File: src/rtl/cpu_pkg.sv
// Shared definitions for the RV32 pipeline front end: fetch FSM states,
// bubble encoding, reset PC default, instruction field slice positions
// and small arithmetic helpers used by the fetch stage.
package cpu_pkg;

  // addi x0,x0,0 -- the canonical bubble
  localparam logic [31:0] NOP_INSTR        = 32'h0000_0013;
  localparam logic [31:0] RESET_PC_DEFAULT = 32'h0000_0000;

  // Instruction field slice positions
  localparam int OP_LSB = 0;
  localparam int OP_MSB = 6;
  localparam int F3_LSB = 12;
  localparam int F3_MSB = 14;
  localparam int F7_LSB = 25;
  localparam int F7_MSB = 31;

  // Fetch-stage control states
  typedef enum logic [1:0] {
    BOOT = 2'd0,
    RUN  = 2'd1,
    HOLD = 2'd2
  } fetch_state_t;

  // Word-align an address; redirect targets never trap on misalignment
  function automatic logic [31:0] align_word(input logic [31:0] a);
    return {a[31:2], 2'b00};
  endfunction

  // Saturating 32-bit increment used by the optional performance counters
  function automatic logic [31:0] sat_inc(input logic [31:0] v);
    if (v == 32'hFFFF_FFFF) begin
      return v;
    end else begin
      return v + 32'd1;
    end
  endfunction

endpackage

File: src/rtl/if_id_stage_pc_reg.sv
// Program counter register for the fetch stage. Holds the PC, produces
// PC+4 (wrapping modulo 2^32) and selects between redirect, advance and hold.
module pc_reg #(
  parameter logic [31:0] RESET_PC = 32'h0000_0000
) (
  input  logic        clk,
  input  logic        rst,
  input  logic        i_redirect_en,
  input  logic [31:0] i_redirect_pc,
  input  logic        i_advance,
  output logic [31:0] o_pc,
  output logic [31:0] o_pc4
);
  import cpu_pkg::*;

  logic [31:0] r_pc;
  logic [31:0] w_pc4;
  logic [31:0] w_pc_next;

  assign w_pc4 = r_pc + 32'd4;

  // Next-PC select: redirect beats advance, otherwise hold
  always_comb begin
    w_pc_next = r_pc;
    if (i_redirect_en) begin
      w_pc_next = align_word(i_redirect_pc);
    end else if (i_advance) begin
      w_pc_next = w_pc4;
    end else begin
      w_pc_next = r_pc;
    end
  end

  // PC register with asynchronous reset to the boot address
  always_ff @(posedge clk or posedge rst) begin
    if (rst) begin
      r_pc <= RESET_PC;
    end else begin
      r_pc <= w_pc_next;
    end
  end

  assign o_pc  = r_pc;
  assign o_pc4 = w_pc4;

endmodule

File: src/rtl/if_id_stage.sv
// Fetch stage and IF/ID pipeline register for the 5-stage RV32 CPU.
// Owns the PC (via pc_reg), drives the instruction-memory address, latches
// the fetched word with its PC into the ID register and exposes the decode
// field slices. Handles stall, EX redirect and bubble insertion.
// Optional: define IF_PERF_CNT_EN to add saturating fetch/stall/flush counters.
module if_id_stage #(
  parameter logic [31:0] RESET_PC  = cpu_pkg::RESET_PC_DEFAULT,
  parameter logic [31:0] NOP_INSTR = cpu_pkg::NOP_INSTR
) (
  input  logic        clk,
  input  logic        rst,
  input  logic        stall,
  input  logic        redirect_en,
  input  logic [31:0] redirect_pc,
  output logic [31:0] imem_addr,
  input  logic [31:0] imem_rdata,
  output logic        id_valid,
  output logic [31:0] id_pc,
  output logic [31:0] id_pc4,
  output logic [31:0] id_instr,
  output logic [6:0]  id_op,
  output logic [2:0]  id_funct3,
  output logic [6:0]  id_funct7
`ifdef IF_PERF_CNT_EN
  ,
  output logic [31:0] perf_fetch,
  output logic [31:0] perf_stall,
  output logic [31:0] perf_flush
`endif
);
  import cpu_pkg::*;

  fetch_state_t r_state;
  logic         r_id_valid;
  logic [31:0]  r_id_pc;
  logic [31:0]  r_id_pc4;
  logic [31:0]  r_id_instr;

  logic [31:0]  w_pc;
  logic [31:0]  w_pc4;
  logic         w_active;
  logic         w_redirect;
  logic         w_stall;
  logic         w_advance;

  // BOOT ignores stall and redirect; RUN/HOLD apply redirect > stall > advance
  assign w_active   = (r_state == RUN) || (r_state == HOLD);
  assign w_redirect = w_active && redirect_en;
  assign w_stall    = w_active && stall && !redirect_en;
  assign w_advance  = w_active && !stall && !redirect_en;

  pc_reg #(
    .RESET_PC (RESET_PC)
  ) u_pc_reg (
    .clk           (clk),
    .rst           (rst),
    .i_redirect_en (w_redirect),
    .i_redirect_pc (redirect_pc),
    .i_advance     (w_advance),
    .o_pc          (w_pc),
    .o_pc4         (w_pc4)
  );

  // Fetch FSM and ID register: bubble on redirect, hold on stall, else capture
  always_ff @(posedge clk or posedge rst) begin
    if (rst) begin
      r_state    <= BOOT;
      r_id_valid <= 1'b0;
      r_id_instr <= NOP_INSTR;
      r_id_pc    <= 32'h0000_0000;
      r_id_pc4   <= 32'h0000_0004;
    end else begin
      case (r_state)
        BOOT: begin
          r_state <= RUN;
        end
        RUN, HOLD: begin
          if (redirect_en) begin
            r_state    <= RUN;
            r_id_valid <= 1'b0;
            r_id_instr <= NOP_INSTR;
          end else if (stall) begin
            r_state <= HOLD;
          end else begin
            r_state    <= RUN;
            r_id_valid <= 1'b1;
            r_id_instr <= imem_rdata;
            r_id_pc    <= w_pc;
            r_id_pc4   <= w_pc4;
          end
        end
        default: begin
          r_state    <= BOOT;
          r_id_valid <= 1'b0;
          r_id_instr <= NOP_INSTR;
        end
      endcase
    end
  end

`ifdef IF_PERF_CNT_EN
  logic [31:0] r_perf_fetch;
  logic [31:0] r_perf_stall;
  logic [31:0] r_perf_flush;

  // Saturating event counters for fetches, honoured stalls and flushes
  always_ff @(posedge clk or posedge rst) begin
    if (rst) begin
      r_perf_fetch <= 32'h0000_0000;
      r_perf_stall <= 32'h0000_0000;
      r_perf_flush <= 32'h0000_0000;
    end else begin
      if (w_advance) begin
        r_perf_fetch <= sat_inc(r_perf_fetch);
      end
      if (w_stall) begin
        r_perf_stall <= sat_inc(r_perf_stall);
      end
      if (w_redirect) begin
        r_perf_flush <= sat_inc(r_perf_flush);
      end
    end
  end

  assign perf_fetch = r_perf_fetch;
  assign perf_stall = r_perf_stall;
  assign perf_flush = r_perf_flush;
`endif

  assign imem_addr = w_pc;
  assign id_valid  = r_id_valid;
  assign id_pc     = r_id_pc;
  assign id_pc4    = r_id_pc4;
  assign id_instr  = r_id_instr;
  assign id_op     = r_id_instr[OP_MSB:OP_LSB];
  assign id_funct3 = r_id_instr[F3_MSB:F3_LSB];
  assign id_funct7 = r_id_instr[F7_MSB:F7_LSB];

endmodule
File: config.mk
export PLATFORM = sky130hd
export DESIGN_NAME = if_id_stage
export DESIGN_NICKNAME = d
export VERILOG_FILES = /design/src/rtl/cpu_pkg.sv /design/src/rtl/if_id_stage_pc_reg.sv /design/src/rtl/if_id_stage.sv
export SDC_FILE = /design/constraint.sdc
export NUM_CORES = 1
export LEC_CHECK = 0
export CAP_MARGIN = 20
export CORE_MARGIN = 4
export CORE_UTILIZATION = 49
export DETAILED_ROUTE_END_ITERATION = 8
export PLACE_DENSITY = 0.86
export SYNTH_ARGS = -nofsm -noshare
export SYNTH_HDL_FRONTEND = slang
export SYNTH_SLANG_ARGS = --single-unit
File: constraint.sdc
create_clock -name clk -period 12.78 [get_ports clk]
set_clock_uncertainty 0.15 [all_clocks]
set_input_delay 2.556 -clock clk [delete_from_list [all_inputs] [get_ports clk]]
set_output_delay 2.556 -clock clk [all_outputs]
set_load 0.01 [all_outputs]
==> results.yml <==
cells_and_area:
  final_common_cell: "clkdlybuf4s50_1"
  instances_no_fill: 955
  diodes: 0
  mostFrequentLayoutCells: "clkdlybuf4s50_1, nand2_1, dfrtp_1"
  post-route-util: 0.710
  area_growth_pct: 42.0
  drive_gt1_frac: 0.0631
  final_nets: 869
  postLayoutCellArea_mm2: 0.00850
  n_fill_cell: 898
power_and_ir_drop:
  ir_drop_mv: 0.161
  leakage_nw: 3.58
  p_per_area_mw_per_mm2: 252
  power_mw: 2.14
placement:
  gp_congestion: 0.879
  portBuffers: 205
  dpl-instance-area_mm2: 0.00790
  dp.cells: 924
  pre_cts_slack_ns: 6.82
  hpwl_um: 13100
worst_hold_path:
  hp-class: "flip-flop to flip-flop"
floorplanning:
  fp.dieArea_mm2: 0.0140
  core_area_mm2: 0.0120
  initial_core_util: 0.500
  dieHeight_um: 118
  io_pins: 214
  fp-row-count: 40
  die_x_um: 118
clock_tree:
  cts.clk_slew.worst_paths_ns: 0.05
  cts_sinks: 125
  clockBufferDepth: 2
  cts_made_buffers: 17
  cts_root_buf: "clkbuf_16"
  clkLatencyLatePin_ns: 0.42
  h-tree-depth: 4
  post_cts_resized: 0
  cts_hold_buf: 0
  post_cts_buffers: 0
  cts_tree: "done"
global_routing:
  grt.total_usage: 0.270
  antenna_found_initial: 0
  grt_pass1_vias: 5538
  grt_first_pass_wirelength_um: 30200
  grt_overflow_total: 0
  grt_max_degree: 102
detailed_routing:
  vias: 5594
  wire_per_inst_um: 19.9
  via_per_inst: 5.86
  drc_errors: 0
  totalWireLength_um: 19000
  ant_nets: 0
  drt_iter0_drc: 466
  drtPass1Iterations: 5
sta:
  fmax_ghz: 0.200
  min_period_ns: 5.00
  drv_slew: 0
  maxSlewHeadroom: 0.359
  fin_setup_tns_ns: 0
  whs_ns: 0.329
  worst_pin_slew_ns: 0.961
  hold_violations: 0
  worst_slack_ns: 7.78
  setup_viol: 0
  rsz0062_at_grt: "false"
  finalCritPeriodShare: 0.391
synth:
  synth_edf_count: 0
  yosysWarnings: 0
  synth.avg_cell_area_um2: 9.38
  yosysSeqAreaShare: 0.524
  netlist_area_mm2: 0.00598
  syn_inst: 638
  synth-main-ff-cell: "dfrtp_1"
  synth_seq_cells: 125
  synthArstFlopShare: 1.00
  synth.distinct_cells: 58
worst_setup_path:
  critPathMaxFanout: 101
  end_kind: "flip-flop"
  start_kind: "input pin"
  worst-setup-path-type: "input pin to flip-flop"
  critical_path_arrival_ns: 5.19
  worst-endpoint-required_ns: 12.98
  r2r_setup_slack_ns: 9.66
run_status:
  outcome: "complete, no violations"
run:
  drv_cap: 0
==> registers in the layout, indices dropped and copies added, names as in the netlist <==
| register | flops |
|---|---|
| id_pc | 30 |
| id_pc4 | 30 |
| id_instr | 32 |
| u_pc_reg.o_pc | 30 |
| id_valid | 1 |
| r_state | 2 |
==> worst max-delay path, cell delays in order <==
cell and delay, ns:
clkdlybuf4s50_1 0.40, buf_4 0.23, nor2_1 0.43, nand2_4 0.62, nor2_2 0.49, buf_8 0.25
a22o_1 0.18
==> final cells by class <==
| type | instances | area, um^2 | area share |
|---|---|---|---|
| timing repair buffer | 212 | 2130 | 0.251 |
| sequential | 125 | 3130 | 0.369 |
| inverter | 13 | 51.3 | 0.00604 |
| clock inverter | 7 | 65.1 | 0.00766 |
| multi-input combinational | 429 | 2450 | 0.288 |
| tap | 147 | 184 | 0.0216 |
| clock buffer | 22 | 484 | 0.0570 |
==> synth_stat cells (all sizes together), types with 3 or more instances <==
cell type,number,area [um^2]
dfrtp,121,3030
ha,3,37.5
o31ai,5,37.5
or2,4,25.0
a22o,29,254
clkbuf,40,151
nand2b,3,18.8
or4,3,22.5
nand4,11,83.8
and4,5,43.8
a211oi,4,30.0
xor2,8,70.1
inv,13,48.8
o22ai,17,106
dfstp,4,105
nand3,18,90.1
nor2,32,120
buf,36,234
a311oi,3,26.3
or3,4,25.0
a21oi,25,125
nor3,17,101
o32a,3,30.0
nand2,130,488
o21ai,47,235
xnor2,20,175
nor4,4,31.3
==> routing by layer <==
| metal | wire [um] | track usage | vias to the layer above |
|---|---|---|---|
| met3 | 1900 | 0.102 | 42 |
| li1 | - | - | 2520 |
| met2 | 9180 | 0.427 | 325 |
| met4 | 421 | 0.0920 | 0 |
| met1 | 7540 | 0.341 | 2707 |
| met5 | 0 | 0 | - |
==> where the power goes <==
part	internal, mW	switching (mW)	total, mW
combinational	0.479	0.448	0.927
sequential	0.565	0.197	0.762
clock	0.283	0.168	0.451
total	1.33	0.813	2.14
==> kinds of logic (layout without fill, tap and decap cells) <==
family                   after synthesis  count (layout)  share of synthesized area
XOR/XNOR                              28              28                     0.0410
multiplexers                           1               1                    0.00167
AO/OA/AOI/OAI                        155             155                      0.173
AND/OR/NAND/NOR                      236             236                      0.181
other                                  1               6                   0.000627
adder cells (fa/ha/maj)                3               3                    0.00628
buffers and inverters                 89             254                     0.0726
flip-flops                           125             125                      0.524
==> path summary, 6_finish.rpt <==
check                                       from                       endpoint  cells past startpoint
max in group asynchronous                    rst          id_pc[12]$_DFFE_PP0P_                      3
min in group asynchronous                    rst         id_pc4[23]$_DFFE_PP0P_                      2
setup / recovery                     redirect_en       id_instr[23]$_DFFE_PP0P_                      7
setup reg to reg            r_state[0]$_DFF_PP0_  u_pc_reg.o_pc[16]$_DFFE_PP0P_                      9
hold / removal             id_pc[30]$_DFFE_PP0P_          id_pc[30]$_DFFE_PP0P_                      2
hold reg to reg            id_pc[30]$_DFFE_PP0P_          id_pc[30]$_DFFE_PP0P_                      2
No activity file was read; power rests on OpenSTA's default activity.
